## config.mk

```make
export PLATFORM = sky130hd
export DESIGN_NAME = im_loader
export DESIGN_NICKNAME = d
export VERILOG_FILES = /design/src/rtl/im_loader.sv
export SDC_FILE = /design/constraint.sdc
export NUM_CORES = 1
export LEC_CHECK = 0
export CAP_MARGIN = 20
export CORE_AREA = 2 2 111 70
export DETAILED_ROUTE_END_ITERATION = 10
export DIE_AREA = 0 0 113 72
export PLACE_DENSITY = 0.78
export SLEW_MARGIN = 20
export SYNTH_ARGS = -nofsm -noshare
export SYNTH_HDL_FRONTEND = slang
export SYNTH_SLANG_ARGS = --single-unit
```

## constraint.sdc

```tcl
create_clock -name clk -period 3.5 [get_ports clk]
set_input_delay 0.525 -clock clk [delete_from_list [all_inputs] [get_ports clk]]
set_output_delay 0.525 -clock clk [all_outputs]
set_load 0.03 [all_outputs]
```

## src/rtl/im_loader.sv

```systemverilog
// Boot-time instruction-memory loader: takes a length-prefixed big-endian byte
// stream and writes 32-bit words to consecutive word addresses from 0.
module im_loader #(
  parameter int ADDR_W = 10,
  parameter int DEPTH  = 1024
) (
  input  logic              clk,
  input  logic              rst,
  input  logic              start,
  input  logic              in_valid,
  input  logic [7:0]        in_data,
  output logic              in_ready,
  output logic              wr_en,
  output logic [ADDR_W-1:0] wr_addr,
  output logic [31:0]       wr_data,
  output logic              busy,
  output logic              done,
  output logic              err,
  output logic [ADDR_W:0]   words_loaded
);

  localparam logic [2:0] S_IDLE   = 3'd0;
  localparam logic [2:0] S_LEN_HI = 3'd1;
  localparam logic [2:0] S_LEN_LO = 3'd2;
  localparam logic [2:0] S_DATA   = 3'd3;
  localparam logic [2:0] S_WRITE  = 3'd4;
  localparam logic [2:0] S_DONE   = 3'd5;

  localparam logic [16:0] DEPTH_L = 17'(DEPTH);

  logic [2:0]        state_reg;
  logic [15:0]       len_reg;
  logic [1:0]        byte_idx_reg;
  logic [31:0]       wr_data_reg;
  logic [ADDR_W-1:0] wr_addr_reg;
  logic [ADDR_W:0]   words_reg;
  logic              err_reg;

  logic              accept;
  logic [15:0]       len_full;
  logic [ADDR_W:0]   words_inc;
  logic              last_word;

  // in_ready is decoded from the state register only, never from in_valid
  assign in_ready  = (state_reg == S_LEN_HI) || (state_reg == S_LEN_LO) ||
                     (state_reg == S_DATA);
  assign accept    = in_ready && in_valid;
  assign len_full  = {len_reg[15:8], in_data};
  assign words_inc = words_reg + 1'b1;
  assign last_word = (16'(words_inc) == len_reg);

  assign wr_en        = (state_reg == S_WRITE);
  assign busy         = (state_reg == S_LEN_HI) || (state_reg == S_LEN_LO) ||
                        (state_reg == S_DATA)   || (state_reg == S_WRITE);
  assign done         = (state_reg == S_DONE);
  assign err          = err_reg;
  assign wr_addr      = wr_addr_reg;
  assign wr_data      = wr_data_reg;
  assign words_loaded = words_reg;

  always_ff @(posedge clk) begin
    if (rst) begin
      state_reg    <= S_IDLE;
      len_reg      <= '0;
      byte_idx_reg <= '0;
      wr_data_reg  <= '0;
      wr_addr_reg  <= '0;
      words_reg    <= '0;
      err_reg      <= 1'b0;
    end else begin
      case (state_reg)
        S_IDLE, S_DONE: begin
          if (start) begin
            state_reg    <= S_LEN_HI;
            err_reg      <= 1'b0;
            words_reg    <= '0;
            wr_addr_reg  <= '0;
            byte_idx_reg <= '0;
          end
        end
        S_LEN_HI: begin
          if (accept) begin
            len_reg[15:8] <= in_data;
            state_reg     <= S_LEN_LO;
          end
        end
        S_LEN_LO: begin
          if (accept) begin
            len_reg[7:0] <= in_data;
            if (len_full == 16'd0) begin
              state_reg <= S_DONE;
            end else if ({1'b0, len_full} > DEPTH_L) begin
              // oversize image: flag it and refuse to write anything
              state_reg <= S_DONE;
              err_reg   <= 1'b1;
            end else begin
              state_reg    <= S_DATA;
              byte_idx_reg <= '0;
              wr_addr_reg  <= '0;
            end
          end
        end
        S_DATA: begin
          if (accept) begin
            wr_data_reg  <= {wr_data_reg[23:0], in_data};
            byte_idx_reg <= byte_idx_reg + 1'b1;
            if (byte_idx_reg == 2'd3) begin
              state_reg <= S_WRITE;
            end
          end
        end
        S_WRITE: begin
          words_reg <= words_inc;
          // the final write leaves wr_addr pointing at the last word written
          if (last_word) begin
            state_reg <= S_DONE;
          end else begin
            wr_addr_reg <= wr_addr_reg + 1'b1;
            state_reg   <= S_DATA;
          end
        end
        default: state_reg <= S_IDLE;
      endcase
    end
  end

endmodule

```

* Word-level counts from Yosys, hierarchy flattened
Index checks and enable logic that the tools add are counted.
** Storage, ports and cells
- Register bits after elaboration :: 75
- Output and inout bits :: 58
- Word-level logic and storage cells :: 75
** Cells by class
- Add/subtract/negate cells :: 3
- $lt $le $gt $ge :: 1
- Eq/ne operators :: 16
- Multiplexer cells :: 28
- Reductions and logical operators :: 19
** Operators by type and width (number)
- 2-to-1 mux 10 bit :: 5
- one-hot mux 10 bit (3 select lines) :: 1
- 2-to-1 mux 3 bit :: 8
- one-hot mux 11 bit (2 select lines) :: 1
- == test 11 x 16 -> 1 bit :: 1
- > comparator 16 x 11 -> 1 bit (second input constant) :: 1
- logical NOT 16 bit :: 1
- one-hot mux 3 bit (5 select lines) :: 1
- != test 2 bit (second input constant) :: 7
- AND reduction 6 bit :: 2
- adder 11 x 1 -> 11 bit (second input constant) :: 1
- 2-to-1 mux 11 bit :: 1
- adder 10 x 1 -> 10 bit (second input constant) :: 1
- 2-to-1 mux 2 bit :: 5
- AND reduction 5 bit :: 2
- AND reduction 2 bit :: 4
- == test 3 x 2 -> 1 bit (second input constant) :: 2
- == test 3 bit (second input constant) :: 2
- one-hot mux 2 bit (3 select lines) :: 1
- nonzero test 3 bit :: 2
- 2-to-1 mux 1 bit :: 4
- != test 2 x 1 -> 1 bit (second input constant) :: 2
- nonzero test 2 bit :: 2
- == test 3 x 1 -> 1 bit (second input constant) :: 1
- other kinds (7) :: 9

* Depth between registers and ports, before layout
- Word-level depth :: 6
- Mapped depth :: 10

* Least setup slack after synthesis
No wires, ideal clock.
- Kind :: register to register
- Start :: register words_reg[0] (netlist: words_loaded[0])
- End :: register wr_addr_reg[6] (netlist: wr_addr[6])
- Library setup time :: 0.057 ns
- Arrival time :: 2.453 ns
- Required time :: 3.443 ns
- Path slack :: 0.990 ns
- Cell stages (with the launch flop) :: 10
- Buffers on the path :: 1
- Period minus slack after synthesis :: 2.510 ns
- Cell sequence :: dfxtp_1 > ha_1 > nand3_1 > o21a_1 > or3_1 > a32o_1 > and3_4 > buf_6 > nor4b_1 > a211o_2
** Between the ends
- Word-level cells in the longest chain between the ends :: 4
** Ends and longest elaborated chain
- start: declaration :: line 36 : logic [ADDR_W:0] words_reg;
- start signal: assignment :: line 113 : words_reg <= words_inc;
- adder 11 x 1 -> 11 bit :: line 49 : assign words_inc = words_reg + 1'b1;
- == test 11 x 16 -> 1 bit :: line 50 : assign last_word = (16'(words_inc) == len_reg);
- != test 2 bit (no line)
- AND reduction 6 bit (no line)
- end signal: assignment :: line 118 : wr_addr_reg <= wr_addr_reg + 1'b1;
- end: declaration :: line 35 : logic [ADDR_W-1:0] wr_addr_reg;
No other way between the ends.
A chain may end at the register's enable or synchronous reset.

* Worst setup path after layout
- Start :: register state_reg[2]
- End :: output port wr_en
** Between the ends
- Word-level cells in the longest chain between the ends :: 1
** Ends and longest elaborated chain
- start: declaration :: line 31 : logic [2:0] state_reg;
- start signal: assignment :: line 63 : state_reg <= S_IDLE;
- start signal: assignment :: line 74 : state_reg <= S_LEN_HI;
- start signal: assignment :: line 84 : state_reg <= S_LEN_LO;
- == test 3 bit :: line 52 : assign wr_en = (state_reg == S_WRITE);
- end: declaration :: line 13 : output logic wr_en,
No other way between the ends.

==> flow_summary.ini <==
[run_status]
status = finished, violations left
violations = DRC

[clock_tree]
cts-root-buf = clkbuf_16
clk_latency_ns = 0.34
post_cts_buffers = 0
htreeDepth = 3
cts_tree = yes
cts_resized = 0
cts.sinks = 75
cts_inserted_buffers = 9
cts_hold_buf = 0
clockBufferDepth = 2
clkSlewWorstSetupHoldPaths_ns = 0.05

[grt]
grt_usage_pct = 22.59
grt_max_degree = 66
grt_pass1_wl_um = 14720
overflow = 0
antenna_found_initial = 0
grt_pass1_vias = 3099

[layout]
final_nets = 515
syn2layout_area_growth_pct = 29.54
layout-drive-gt1-share_pct = 6.931
n_antenna_cell = 0
largest_reg_flops = 32
multi_input_area_sq_um = 1827
fillers = 617
register_area_sq_um = 1501

[worst_setup_path]
required_ns = 2.97
crit_path_start_kind = flop
cpPeakStageDelay_ns = 0.75
arrival_ns = 2.60
r2r-start = words_loaded[0]
rr_endpoint = wr_addr[2]
r2r_cells = 8
regToRegSetupSlack_ns = 0.86
cp-end-kind = primary output
worst-setup-path-type = reg -> out
crit_chain = nand2_1 > inv_1 > clkdlybuf4s50_1
critPathMaxFanout = 16
cp_slowest_cell = clkdlybuf4s50_1

[power_and_ir_drop]
p_total_mw = 1.992
power.internal_mw = 1.494
power_frac_comb_pct = 9.8
clkPwrFrac_pct = 45.8
p_sw_mw = 0.4978
power_density_nw_per_um2 = 442.8
switching_share_pct = 24.99
p_leak_nw = 1.617
p_seq_share_pct = 44.4
ir_drop_mv = 0.2871

[synth]
synth.distinct_cells = 52
synth.most_common_cell = nand2_1
syn_area_sq_um = 3473
synth_ff_type = dfxtp_1
synth_compound_area_share_pct = 16.86
synth_top_family_by_area = simple AND/OR/NAND/NOR gates
synthesis.nets = 455
ys_warn_count = 0
async_reset_ff_share_pct = 0
synth_fa_ha_area_share_pct = 1.081
synthTopCellsByCount = 103 x nand2_1, 75 x dfxtp_1, 54 x a21oi_1
synth_simple_gate_area_share_pct = 27.99
synth_xor_area_share_pct = 3.278
synth_top_cell_by_area = dfxtp_1
synth_area_leaders = dfxtp_1 43%, nand2_1 11%, a21oi_1 7.8%
synth_top_area_share_pct = 43.23
muxShareOfSynthArea_pct = 3.206
synth_seq_area_share_pct = 43.23
syn_inst = 440
syn_area_per_cell_sq_um = 7.894
synth_seq_cells = 75
synth_edf_count = 0

[placement]
dpl.hpwl_um = 6260
gp_congestion = 0.8540
io_buffer_count = 69

[floorplanning]
die_width_um = 113
initial_core_util_pct = 49.01
die_y_um = 72
dieArea_sq_um = 8136
core-area_sq_um = 7087
ios = 70
row_count = 24

[routing]
firstDrtPassIters = 8
ant_nets = 0
wl_um = 8935
drt_iter0_drc = 187
via_count = 3313
vias_per_cell = 5.559
avgRoutedWirePerCell_um = 14.99
drc_errors = 4

[sta]
tightestPinTransition_ns = 0.7668
skew_ns = 0.007418
hold_viol = 0
period_share_pct = 89.40
slew_violations = 0
finalSetupViolations = 0
tns_ns = 0
timing.fmax_mhz = 319.6
relSlewSlack_pct = 48.88
rsz0062_at_grt = no
holdWs_ns = 0.4512
min_period_ns = 3.129

[min_path]
holdPathEnd = wr_data[31]
hold_path.startpoint = wr_data[31]
min_path_type = reg -> reg
min_path_cells = 2

[run]
maxCapViolCount = 0
## area by class of cell
type	instances	share of cell area, %
Clock buffer	13	6.229
Clock inverter	3	0.4449
Tap cell	91	2.531
Timing Repair Buffer	74	16.07
Sequential cell	75	33.37
Multi-Input combinational cell	331	40.60
Inverter	9	0.7508
## layout by cell type (no fill, tap or decap), types with 8 or more instances in the layout
cell,n
nor2_1,40
inv_1,9
nor3_1,8
dfxtp_1,75
clkdlybuf4s50_1,68
nand3_1,11
mux2i_1,10
a21oi_1,54
and3_1,9
clkbuf_16,9
o21ai_0,10
nand2_1,103
nor4_1,11
xnor2_1,8
## layer usage
layer  vias up  global-route usage [%]  share of wire (%)
met2        98                   35.26                 45
met1      1559                   30.96                 49
met3         9                   6.349                5.1
met5         -                       0                  0
li1       1647                       -                  -
met4         0                   6.504                1.0
## kinds of logic (layout without fill, tap and decap cells)
logic type                 after synthesis  in the layout
and+or+nand+nor                        209            209
AOI/OAI and AO/OA                       95             95
DFF                                     75             75
buffers and inverters                   34             99
xor gates and xnor gates                13             13
muxes                                   11             11
adders and majority gates                3              3
## worst max-delay path by stage
| stage | slack [ns] | end | from | cells after the start |
|---|---|---|---|---|
| 2_1_floorplan | 0.99 | wr_addr[6] | words_loaded[0] | 9 |
| 3_3_place_gp | 0.88 | wr_en | state_reg[2] | 3 |
| 3_5_place_dp | 0.77 | wr_en | state_reg[2] | 3 |
| 4_1_cts | 0.42 | wr_en | state_reg[2] | 3 |
| 5_1_grt | 0.20 | wr_en | state_reg[2] | 3 |
| 6_report | 0.37 | wr_en | state_reg[2] | 3 |
## through the flow
step / utilization [%] / setup WS, ns / cell area [sq um] / std cells
finish: 63.49 / 0.3709 / 4499 / 596
global route: 63.49 / 0.2005 / 4499 / 596
CTS: 63.49 / 0.4159 / 4499 / 596
detailed placement: 59.25 / 0.7742 / 4199 / 580
global placement: 59.25 / 0.8843 / 4199 / 580
floorplan: - / 0.9898 / 3473 / 440
## power groups by stage
stage | clock network, mW | logic [mW] | registers, mW
after detailed placement | 0 | 0.190 | 0.904
after floorplan | 0 | 0.133 | 0.897
after global routing | 0.958 | 0.215 | 0.887
after CTS | 0.922 | 0.193 | 0.885
final | 0.913 | 0.194 | 0.885
after global placement | 0 | 0.186 | 0.903
## critical path: cells and delay by family (launching register included)
kind          cells  cell delay (ns)
flops             1             0.67
simple gates      1             0.43
buf+inv           2             1.17
(Power assumes the default switching activity.)
